[config.mk]
export PLATFORM = sky130hd
export DESIGN_NAME = board_move_collector
export DESIGN_NICKNAME = d
export VERILOG_FILES = /design/src/rtl/board_move_collector_pkg.sv /design/src/rtl/board_move_collector_unpacker.sv /design/src/rtl/board_move_collector.sv
export SDC_FILE = /design/constraint.sdc
export NUM_CORES = 1
export LEC_CHECK = 0
export ABC_AREA = 1
export CAP_MARGIN = 15
export CORE_AREA = 2 2 516 518
export DETAILED_ROUTE_END_ITERATION = 16
export DIE_AREA = 0 0 518 520
export PLACE_DENSITY = 0.37
export SLEW_MARGIN = 20
export SYNTH_ARGS = -nofsm -noshare
export SYNTH_HDL_FRONTEND = slang
export SYNTH_SLANG_ARGS = --single-unit
[constraint.sdc]
create_clock -name clk -period 9.45 [get_ports clk]
set_input_delay 0.945 -clock clk [delete_from_list [all_inputs] [get_ports clk]]
set_output_delay 0.945 -clock clk [all_outputs]
set_load 0.05 [all_outputs]
[src/rtl/board_move_collector_pkg.sv]
// Shared move/word layout constants, FSM state type and small selection helpers
// for the column move collector.
package board_move_collector_pkg;

  localparam int NCOL        = 8;
  localparam int WORD_W      = 160;
  localparam int MOVE_W      = 19;
  localparam int SLOTS       = 8;
  localparam int FLG_INVALID = 18;

  // Bit layout of one 19-bit move, MSB first.
  typedef struct packed {
    logic       invalid;
    logic       promote;
    logic       pawn;
    logic       pawn2;
    logic       ep;
    logic       castle;
    logic       capture;
    logic [5:0] from;
    logic [5:0] to;
  } move_t;

  typedef enum logic [2:0] {
    ST_SCAN,
    ST_READ,
    ST_WAIT,
    ST_UNPACK,
    ST_DONE
  } state_t;

  function automatic logic [2:0] first_set(input logic [7:0] m);
    first_set = 3'd0;
    for (int i = 7; i >= 0; i--) begin
      if (m[i]) first_set = 3'(i);
    end
  endfunction

  // Lowest requesting index at or after ptr, wrapping 7->0.
  function automatic logic [2:0] rr_pick(input logic [2:0] ptr, input logic [7:0] req);
    logic [7:0] rot;
    rot = (req >> ptr) | (req << (4'd8 - {1'b0, ptr}));
    rr_pick = ptr + first_set(rot);
  endfunction

endpackage

[src/rtl/board_move_collector_unpacker.sv]
// Holds one FIFO word and walks its valid slots; move_valid/move_out are registered
// and an accept may load the next valid slot in the same cycle (1 move/cycle).
module board_move_collector_unpacker
  import board_move_collector_pkg::*;
(
  input  logic                    clk,
  input  logic                    reset,
  input  logic                    load,
  input  logic [SLOTS*MOVE_W-1:0] word,
  output logic [MOVE_W-1:0]       move_out,
  output logic                    move_valid,
  input  logic                    move_ready,
  output logic                    last
);

  logic [SLOTS*MOVE_W-1:0] word_r;
  logic [SLOTS-1:0]        pend_r;
  logic [SLOTS-1:0]        load_mask;
  logic [2:0]              load_idx;
  logic [2:0]              pend_idx;

  always_comb begin
    load_mask = '0;
    for (int k = 0; k < SLOTS; k++) begin
      load_mask[k] = ~word[k*MOVE_W + FLG_INVALID];
    end
  end

  assign load_idx = first_set(load_mask);
  assign pend_idx = first_set(pend_r);

  // High in the cycle that finishes the word: nothing left pending and no move stuck.
  assign last = (~move_valid | move_ready) & ~(|pend_r);

  always_ff @(posedge clk) begin
    if (reset) begin
      word_r     <= '0;
      pend_r     <= '0;
      move_out   <= '0;
      move_valid <= 1'b0;
    end else if (load) begin
      word_r     <= word;
      move_valid <= |load_mask;
      move_out   <= word[load_idx*MOVE_W +: MOVE_W];
      pend_r     <= load_mask & ~(SLOTS'(1) << load_idx);
    end else if (move_valid && move_ready) begin
      move_valid <= |pend_r;
      if (|pend_r) begin
        move_out <= word_r[pend_idx*MOVE_W +: MOVE_W];
      end
      pend_r <= pend_r & ~(SLOTS'(1) << pend_idx);
    end
  end

endmodule

[src/rtl/board_move_collector.sv]
// Round-robin drain of the column move FIFOs into a single move stream; first move
// 3 cycles after a non-empty column is seen, stalls on move_ready with no new reads.
module board_move_collector
  import board_move_collector_pkg::*;
(
  input  logic                     clk,
  input  logic                     reset,
  input  logic [NCOL-1:0]          col_done,
  input  logic [NCOL-1:0]          col_empty,
  input  logic [NCOL*WORD_W-1:0]   col_data,
  output logic [NCOL-1:0]          col_rden,
  output logic [MOVE_W-1:0]        move_out,
  output logic                     move_valid,
  input  logic                     move_ready,
  output logic [7:0]               move_count,
  output logic                     done
);

  state_t                  state;
  logic [2:0]              rr_ptr;
  logic [2:0]              sel;
  logic [2:0]              pick;
  logic                    idle_seen;
  logic                    last;
  logic [SLOTS*MOVE_W-1:0] sel_word;

  assign pick     = rr_pick(rr_ptr, ~col_empty);
  assign sel_word = col_data[sel*WORD_W +: SLOTS*MOVE_W];

  board_move_collector_unpacker u_unpacker (
    .clk        (clk),
    .reset      (reset),
    .load       (state == ST_WAIT),
    .word       (sel_word),
    .move_out   (move_out),
    .move_valid (move_valid),
    .move_ready (move_ready),
    .last       (last)
  );

  always_ff @(posedge clk) begin
    if (reset) begin
      state      <= ST_SCAN;
      rr_ptr     <= '0;
      sel        <= '0;
      col_rden   <= '0;
      idle_seen  <= 1'b0;
      move_count <= '0;
      done       <= 1'b0;
    end else begin
      if (move_valid && move_ready && move_count != 8'hFF) begin
        move_count <= move_count + 8'd1;
      end
      case (state)
        ST_SCAN: begin
          if (~&col_empty) begin
            sel       <= pick;
            col_rden  <= NCOL'(1) << pick;
            idle_seen <= 1'b0;
            state     <= ST_READ;
          end else if (&col_done) begin
            // Two idle passes in a row absorb the column's registered write lag.
            if (idle_seen) begin
              done  <= 1'b1;
              state <= ST_DONE;
            end
            idle_seen <= 1'b1;
          end else begin
            idle_seen <= 1'b0;
          end
        end
        ST_READ: begin
          col_rden <= '0;
          state    <= ST_WAIT;
        end
        ST_WAIT: begin
          state <= ST_UNPACK;
        end
        ST_UNPACK: begin
          if (last) begin
            rr_ptr <= sel + 3'd1;
            state  <= ST_SCAN;
          end
        end
        ST_DONE: begin
          col_rden <= '0;
          done     <= 1'b1;
        end
        default: state <= ST_SCAN;
      endcase
    end
  end

endmodule

; Yosys cells after proc, flatten, opt, wreduce, memory -nomap -nowiden
; Cells that the tools add are included.
[word_totals]
ff_bits = 207
latch_bits = 0
ramBits = 0
rom_bits = 0
inputBits = 1299
word_cells = 120
memories = 0
[classes]
add_sub_neg = 4
mul = 3
n_div = 0
order_cmp = 0
n_eq_ne = 12
n_shift = 8
muxes = 44
n_bitwise = 20
reduce_logical = 18
[op_table]
columns = operator, n
row1 = $shiftx 1280x12->152, 1
row2 = $shiftx 152x9->19, 2
row3 = $mux 3, 28
row4 = $mux 19, 3
row5 = $mux 8, 3
row6 = $not 8->8, 3
row7 = $shl 1x3->8 const A, 3
row8 = $and 8x8->8, 2
row9 = $mul 3x5->8 const B, 2
row10 = $pmux 8 s2, 1
row11 = $reduce_and 8->1, 2
row12 = $reduce_or 8->1, 2
row13 = $pmux 3 s5, 1
row14 = $not 1->1, 12
row15 = $ne 2x2->1 const B, 5
row16 = $add 8x1->8 const B, 1
row17 = $ne 8x8->1 const B, 1
row18 = $or 8x8->8, 1
row19 = $reduce_and 2->1, 4
row20 = $reduce_and 4->1, 2
row21 = $reduce_bool 2->1, 4
row22 = $shl 8x4->8, 1
row23 = $shr 8x3->8, 1
row24 = $mux 1, 7
row25 = 14 further kinds, 17

; Depth between registers and ports, before layout
; Gate-level depths: netlist of run 1.
[logic_depth]
word_depth = 15
ltp_mapped = 24

; Cells and area by module
; A second synthesis of run 1 with hierarchy kept.
[unflattened]
cells_unflattened = 4063
hier_area_um2 = 21817.2
[by_module_without_submodules]
columns = mod, instances, cells_each, area_each_um2
row1 = board_move_collector, 1, 2503, 11812.6
row2 = board_move_collector_unpacker, 1, 1560, 10004.6

; Least setup slack after synthesis of run 1
; Ideal clock, no wire load.
[synth_timing]
path_type = flip-flop to flip-flop
start = reg rr_ptr[0]
end = reg col_rden[4]
setup_time_ps = 132
arrival_time_ps = 3363
required_time_ps = 9318
setup_slack_ps = 5955
path_stages_with_launch = 25
synth_period_minus_slack_ps = 3495
cell_sequence = dfxtp_1 buf_2 inv_1 ha_1 clkbuf_1 inv_1 nand2_1 o21ai_0 o211ai_1 o21ai_0 inv_1 a21oi_1 nor2_1 nor2_1 nor2_1 o21a_1 ha_1 inv_1 fa_1 xor2_1 or2_2 nand2_2 inv_1 nand2_1 a21oi_1
[synth_between]
elab_chain_cells = 15
elab_cells_between_ends = 16
[synth_rtl]
columns = item, line_no
row1 = "start, declared", board_move_collector.sv:20  ; logic [2:0] rr_ptr;
row2 = "start signal, assigned", board_move_collector.sv:81  ; rr_ptr <= sel + 3'd1;
row3 = $sub 4x3->4, board_move_collector_pkg.sv:42  ; rot = (req >> ptr) | (req << (4'd8 - {1'b0, ptr}));
row4 = $shl 8x4->8, board_move_collector_pkg.sv:42
row5 = $or 8x8->8, board_move_collector_pkg.sv:42
row6 = $mux 3 (8 in series), board_move_collector_pkg.sv:35  ; if (m[i]) first_set = 3'(i);
row7 = $add 3x3->3 *, board_move_collector_pkg.sv:43  ; rr_pick = ptr + first_set(rot);
row8 = $shl 1x3->8 *, board_move_collector.sv:58  ; col_rden <= NCOL'(1) << pick;
row9 = $mux 8 *, board_move_collector.sv:56  ; if (~&col_empty) begin
row10 = $pmux 8 s2 *, board_move_collector.sv:54  ; case (state)
row11 = "end signal, assigned", board_move_collector.sv:58
row12 = "end, declared", board_move_collector.sv:11  ; output logic [NCOL-1:0] col_rden,
; Mark *: on every way between the ends. The rest lies on a longest branch, timed or not. The select of a mux whose other input is x is not followed.
; A chain may end at the register's enable or synchronous reset.

; Final worst setup path of run 1
[layout_timing]
start = reg sel[0]
end = reg u_unpacker.move_out[3]
[layout_between]
elab_chain_cells = 13
[layout_rtl]
columns = item, line_no
row1 = "start, declared", board_move_collector.sv:21  ; logic [2:0] sel;
row2 = "start signal, assigned", board_move_collector.sv:57  ; sel <= pick;
row3 = $mul 3x3->6 *, board_move_collector.sv:28  ; assign sel_word = col_data[sel*WORD_W +: SLOTS*MOVE_W];
row4 = $shiftx 1280x12->152 *, board_move_collector.sv:28
row5 = $mux 3 (8 in series), board_move_collector_pkg.sv:35
row6 = $mul 3x5->8, board_move_collector_unpacker.sv:44  ; move_out <= word[load_idx*MOVE_W +: MOVE_W];
row7 = $shiftx 152x9->19 *, board_move_collector_unpacker.sv:44
row8 = $mux 19 *, board_move_collector_unpacker.sv:41  ; end else if (load) begin
row9 = "end signal, assigned", board_move_collector_unpacker.sv:44
row10 = "end signal, assigned", board_move_collector_unpacker.sv:49  ; move_out <= word_r[pend_idx*MOVE_W +: MOVE_W];
row11 = "end, declared", board_move_collector_unpacker.sv:10  ; output logic [MOVE_W-1:0] move_out,
; Mark *: on every way between the ends. The rest lies on a longest branch, timed or not.

==> results of run 1 <==
## cell families after synthesis
logic type	synth area share (%)
AOI/OAI and AO/OA	38.2
xor gates and xnor gates	0.128
adders and majority gates	0.341
buffers and inverters	9.67
DFF	20.2
and+or+nand+nor	31.5
## worst reg2reg max path, delay by kind of cell, from the launching register on
| kind | cells | cell delay, ps |
|---|---|---|
| flip-flops | 1 | 480 |
| AO/OA/AOI/OAI | 2 | 260 |
| AND/OR/NAND/NOR | 14 | 3170 |
| buffers and inverters | 4 | 1190 |
## area by class of cell
class / count / area (µm²) / share of cell area (%)
multi-input combinational: 3041 / 14500 / 38.3
timing repair buffer: 1332 / 13300 / 35.1
tap: 3533 / 4420 / 11.7
sequential: 207 / 4160 / 11.0
clock buffer: 47 / 906 / 2.39
inverter: 108 / 444 / 1.17
antenna: 34 / 85.1 / 0.225
clock inverter: 6 / 63.8 / 0.169
## flip-flops by register name, summed over array words and instances (netlist names)
| name | cells |
|---|---|
| idle_seen | 1 |
| rr_ptr | 3 |
| u_unpacker.word_r | 152 |
| done | 1 |
| state | 3 |
| u_unpacker.move_valid | 1 |
| sel | 3 |
| u_unpacker.pend_r | 8 |
| move_count | 8 |
| col_rden | 8 |
| u_unpacker.move_out | 19 |
## synth_stat cells (all sizes together), types with 52 or more instances
cell	n	share of area, %
nor2	706	13
nand2	706	13
clkbuf	213	3.9
o21ai	844	21
o221ai	52	2.2
dfxtp	207	20
buf	130	3.8
a21oi	159	3.9
nand3	117	2.8
o22ai	241	7.3
a31oi	95	2.9
inv	108	2.0
## path summary, 6_finish.rpt
check / to / depth (start not counted)
max: u_unpacker.move_out[3] / 20
min: done / 2
min reg2reg: done / 2
max reg2reg: u_unpacker.move_out[3] / 20
## power groups by stage
stage | logic [mW] | clock network [mW] | registers, mW
after CTS | 8.20 | 1.20 | 1.34
after floorplan | 3.92 | 0 | 1.33
after global routing | 8.65 | 1.22 | 1.37
final | 7.95 | 1.15 | 1.34
after detailed placement | 8.18 | 0 | 1.36
after global placement | 8.18 | 0 | 1.35
## stage by stage
stage	utilization (%)	std cells	hold WS (ps)	area [µm²]	setup slack, ps
4_1_cts	14.3	8274	452	37700	4250
3_5_place_dp	13.9	8221	443	36800	4300
5_1_grt	14.3	8278	469	37800	3930
2_1_floorplan	-	3699	434	20500	5960
6_report	14.3	8308	452	37800	4280
3_3_place_gp	13.9	8221	445	36800	4260
## metal layers
metal  wire (µm)  global-route usage [%]  part of all wire [%]
met2      107000                    27.7                    44
met1      111000                    22.9                    45
met4        3350                    1.86                   1.4
met3       23200                    6.36                   9.5
met5         878                       0                  0.36
==> impl_metrics.py, run 1 <==
metrics = {
    "power": {
        "p_switching_mw": 6.56,
        "combPwrFrac_pct": 76.1,
        "totalPowerFinal_mw": 10.4,
        "switching_share_pct": 62.8,
        "ir_worst_vdd_mv": 0.257,
        "leakage_nw": 13.3,
        "pwr_density_cell_nw_per_um2": 276,
        "p_int_mw": 3.88,
        "clockPowerShare_pct": 11.0,
        "power_frac_seq_pct": 12.9,
    },
    "synth": {
        "async_reset_ff_share_pct": 0,
        "synth-edff-count": 0,
        "ys_ff_latch": 207,
        "synth_nets": 5003,
        "synth_cell_types": 49,
        "ys.flop_type": "dfxtp_1",
        "ys_seq_area_share_pct": 20.2,
        "synth.avg_cell_area_um2": 5.56,
        "syn_inst": 3699,
        "syn_area_um2": 20500,
        "synth_warnings": 0,
    },
    "global_route": {
        "grt_max_degree": 220,
        "grt_pass1_wl_um": 315000,
        "antenna_found_initial": 207,
        "grt_usage_pct": 17.4,
        "overflow": 0,
        "grt_pass1_vias": 32300,
    },
    "sta": {
        "rsz0062_at_grt": "no",
        "tns_ps": 0,
        "setup_viol": 0,
        "hold_viol_final": 0,
        "worst_slew_pin_slew_ps": 1140,
        "fmax_ghz": 0.193,
        "min_period_over_period_pct": 54.8,
        "relSlewSlack_pct": 24.1,
        "skew_ps": 26.6,
        "finalMaxSlewViolations": 0,
        "period_needed_ps": 5170,
    },
    "worst_setup_path": {
        "crit_buf_inv": 4,
        "crit_type": "reg2reg",
        "ff2ff_setup_slack_ps": 4280,
        "worstSetupStartpoint": "sel[0]",
        "regToRegStartpoint": "sel[0]",
        "slowest_stage": "nor2_4",
        "critPathArrivalTime_ps": 5680,
        "cpPeakStageDelay_ps": 960,
        "end_kind": "flip-flop",
        "critical-path-top-delay-family": "simple AND/OR/NAND/NOR gates",
        "crit_chain": "inv_16, buf_12, nand2_1, nand3_1, nand3_1, nand2_1, inv_1, nand2_1, nand2_1, nand2_1, nand2_2, nor2_4, nand2_1, o21ai_1, inv_1, nand3_1, nand2_1, nand2_1, nand2_1, a21oi_1",
        "setup.worst_path.start_class": "flip-flop",
        "crit_top_cell": "nand2_1",
        "cp_max_fo": 155,
        "cp.required_ps": 9960,
    },
    "clock_network": {
        "clk_pin_slew_worst_paths_ps": 70,
        "ctsResizeCount": 0,
        "cts_made_buffers": 30,
        "cts_setup_buffers": 0,
        "clk_path_buf_depth": 3,
        "cts_root_buf": "clkbuf_16",
        "cts_tree": "done",
        "clock-sinks": 207,
        "worstSkewPairLatency_ps": 600,
        "cts_hold_buf": 0,
        "htree_num_levels": 1,
    },
    "route": {
        "firstDrtPassIters": 5,
        "ant_nets": 0,
        "drt-initial-drc-count": 2704,
        "via_per_inst": 3.90,
        "wl_per_cell_um": 29.6,
        "drc_errors": 0,
        "num_vias": 32400,
        "drt-total-wl_um": 246000,
    },
    "cells_and_area": {
        "nFillCells": 30800,
        "fin_nets": 6024,
        "final_common_cell": "clkdlybuf4s50_1",
        "mostFrequentLayoutCells": "1270 x clkdlybuf4s50_1, 738 x o21ai_0, 695 x nor2_1",
        "syn_to_final_growth_pct": 84.2,
        "drive_above_1_share_pct": 3.33,
    },
    "worst_hold_path": {
        "worstHoldPathType": "reg2reg",
        "hp-start": "done",
    },
    "floorplan": {
        "initial_core_util_pct": 7.79,
        "coreArea_um2": 264000,
        "dieArea_um2": 269000,
        "fp.dieH_um": 520,
        "io_pins": 1336,
        "die_width_um": 518,
        "rows": 189,
    },
    "status": {
        "status": "finished clean",
    },
    "placement": {
        "port_buffers": 1271,
        "gp_congestion": 0.927,
        "hpwl_um": 207000,
    },
    "flow_run": {
        "maxCapViolCount": 0,
    },
}
(Power assumes the default switching activity.)
==> run 2: changes to the inputs <==
- CORE_AREA: 2 2 516 518 -> 2 2 520 522
- DIE_AREA: 0 0 518 520 -> 0 0 522 524
- clock period: 9.45 -> 5.05 ns (I/O delays scaled with it)
==> impl_metrics.py, run 2 (synthesis gave the netlist of run 1 again) <==
metrics = {
    "status": {
        "status": "finished clean",
    },
    "global_route": {
        "grt_usage_pct": 16.7,
        "grt_pass1_wl_um": 306000,
        "overflow": 0,
        "antenna_found_initial": 186,
        "grt_max_degree": 170,
        "grt_pass1_vias": 32000,
    },
    "sta": {
        "fmax_ghz": 0.228,
        "hold_viol_final": 0,
        "finalMaxSlewViolations": 0,
        "worst_slew_pin_slew_ps": 1160,
        "setup_ws_ps": 655,
        "period_needed_ps": 4400,
        "skew_ps": 41.6,
        "setup_viol": 0,
        "relSlewSlack_pct": 22.5,
        "tns_ps": 0,
        "min_period_over_period_pct": 87.0,
        "rsz0062_at_grt": "no",
    },
    "worst_setup_path": {
        "ff2ff_path_depth": 18,
        "ff2ff_setup_slack_ps": 650,
        "cp-endpoint": "u_unpacker.move_out[9]",
        "cp_max_fo": 97,
        "r2r-end": "u_unpacker.move_out[9]",
        "regToRegStartpoint": "sel[1]",
        "end_kind": "flip-flop",
        "setup.worst_path.start_class": "flip-flop",
        "cp.required_ps": 5570,
        "crit_type": "reg2reg",
        "critPathArrivalTime_ps": 4920,
        "worstSetupStartpoint": "sel[1]",
    },
    "route": {
        "wl_per_cell_um": 28.8,
        "firstDrtPassIters": 6,
        "via_per_inst": 3.86,
        "num_vias": 32300,
        "drt-initial-drc-count": 2491,
        "drt-total-wl_um": 241000,
        "ant_nets": 0,
        "drc_errors": 0,
    },
    "power": {
        "totalPowerFinal_mw": 20.0,
        "pwr_density_cell_nw_per_um2": 525,
        "ir_worst_vdd_mv": 0.285,
        "leakage_nw": 13.5,
    },
    "worst_hold_path": {
        "hp-start": "done",
        "worstHoldPathType": "reg2reg",
    },
    "placement": {
        "port_buffers": 1271,
        "dpl_worst_slack_ps": 504,
        "hpwl_um": 205000,
        "gp_congestion": 0.920,
    },
    "clock_network": {
        "htree_num_levels": 1,
        "cts_made_buffers": 29,
        "clk_pin_slew_worst_paths_ps": 60,
        "ctsResizeCount": 0,
        "cts_hold_buf": 0,
        "cts_tree": "done",
        "cts_setup_buffers": 0,
        "cts_root_buf": "clkbuf_16",
        "clock-sinks": 207,
        "worstSkewPairLatency_ps": 620,
        "clk_path_buf_depth": 3,
    },
    "floorplan": {
        "rows": 190,
        "die_width_um": 522,
        "initial_core_util_pct": 7.68,
        "io_pins": 1336,
        "fp.dieH_um": 524,
        "dieArea_um2": 274000,
        "coreArea_um2": 267000,
    },
    "cells_and_area": {
        "fin_nets": 6063,
        "mostFrequentLayoutCells": "1270 x clkdlybuf4s50_1, 744 x o21ai_0, 696 x nor2_1",
        "nFillCells": 31200,
        "largest-register": "u_unpacker.word_r",
        "largest_register_ffs": 152,
        "top_regs": "u_unpacker.word_r: 152 flops, u_unpacker.move_out: 19 flops",
        "syn_to_final_growth_pct": 85.8,
        "drive_above_1_share_pct": 4.06,
        "final_common_cell": "clkdlybuf4s50_1",
        "final_util_pct": 14.3,
    },
    "flow_run": {
        "maxCapViolCount": 0,
    },
}
run 2: how the worst min path moves through the flow:
stage | to | slack, ps | cells after the start
finish | done | 450 | 2
global route | state[2] | 470 | 3
CTS | state[2] | 440 | 3
detailed placement | done | 450 | 2
global placement | done | 450 | 2
floorplan | u_unpacker.word_r[75] | 430 | 2
run 2: layer usage:
| metal | wire length, µm | up-vias | global-route usage (%) | part of all wire, % |
|---|---|---|---|---|
| met4 | 6370 | 70 | 3.92 | 2.6 |
| met3 | 18100 | 318 | 4.43 | 7.5 |
| met5 | 451 | - | 0 | 0.19 |
| met1 | 110000 | 15300 | 22.2 | 46 |
| li1 | - | 15000 | - | - |
| met2 | 106000 | 1599 | 26.7 | 44 |
run 2: final cells by class:
class	instances	area (µm²)	share of cell area (%)
well taps	3552	4440	11.6
inverters	108	444	1.16
clock buffers	44	872	2.28
repair buffers	1372	13600	35.6
diodes	39	97.6	0.256
multi-input cells	3041	14500	37.9
clock inverters	9	114	0.298
flip-flops and latches	207	4160	10.9
run 2: per-stage QoR:
stage,hold slack [ps],cells,area (µm²)
after detailed placement,446,8280,37100
after global placement,445,8280,37100
after CTS,440,8333,38100
after global routing,473,8345,38100
after floorplan,434,3699,20500
final,451,8372,38200
run 2: report_power, final:
part           leakage [nW]  internal, mW  switching, mW
registers              1.69          2.08          0.491
clock network         0.491          1.29          0.892
logic                  11.3          4.13           11.2
total                  13.5          7.50           12.5
run 2: worst max-delay path, stage by stage, from the launching register on:
cell and delay [ps]:
dfxtp_4 710, clkinv_8 510, nor2_1 220, o21ai_1 100
nand3_1 90, nand2_1 90, nor2_2 300, nand2_1 180
nand2_1 110, nand2_2 330, nor2_4 900, nand2_1 90
o21ai_1 120, inv_1 70, nand3_1 90, nand2_1 60
nand2_1 70, nand2_1 60, a21oi_1 110
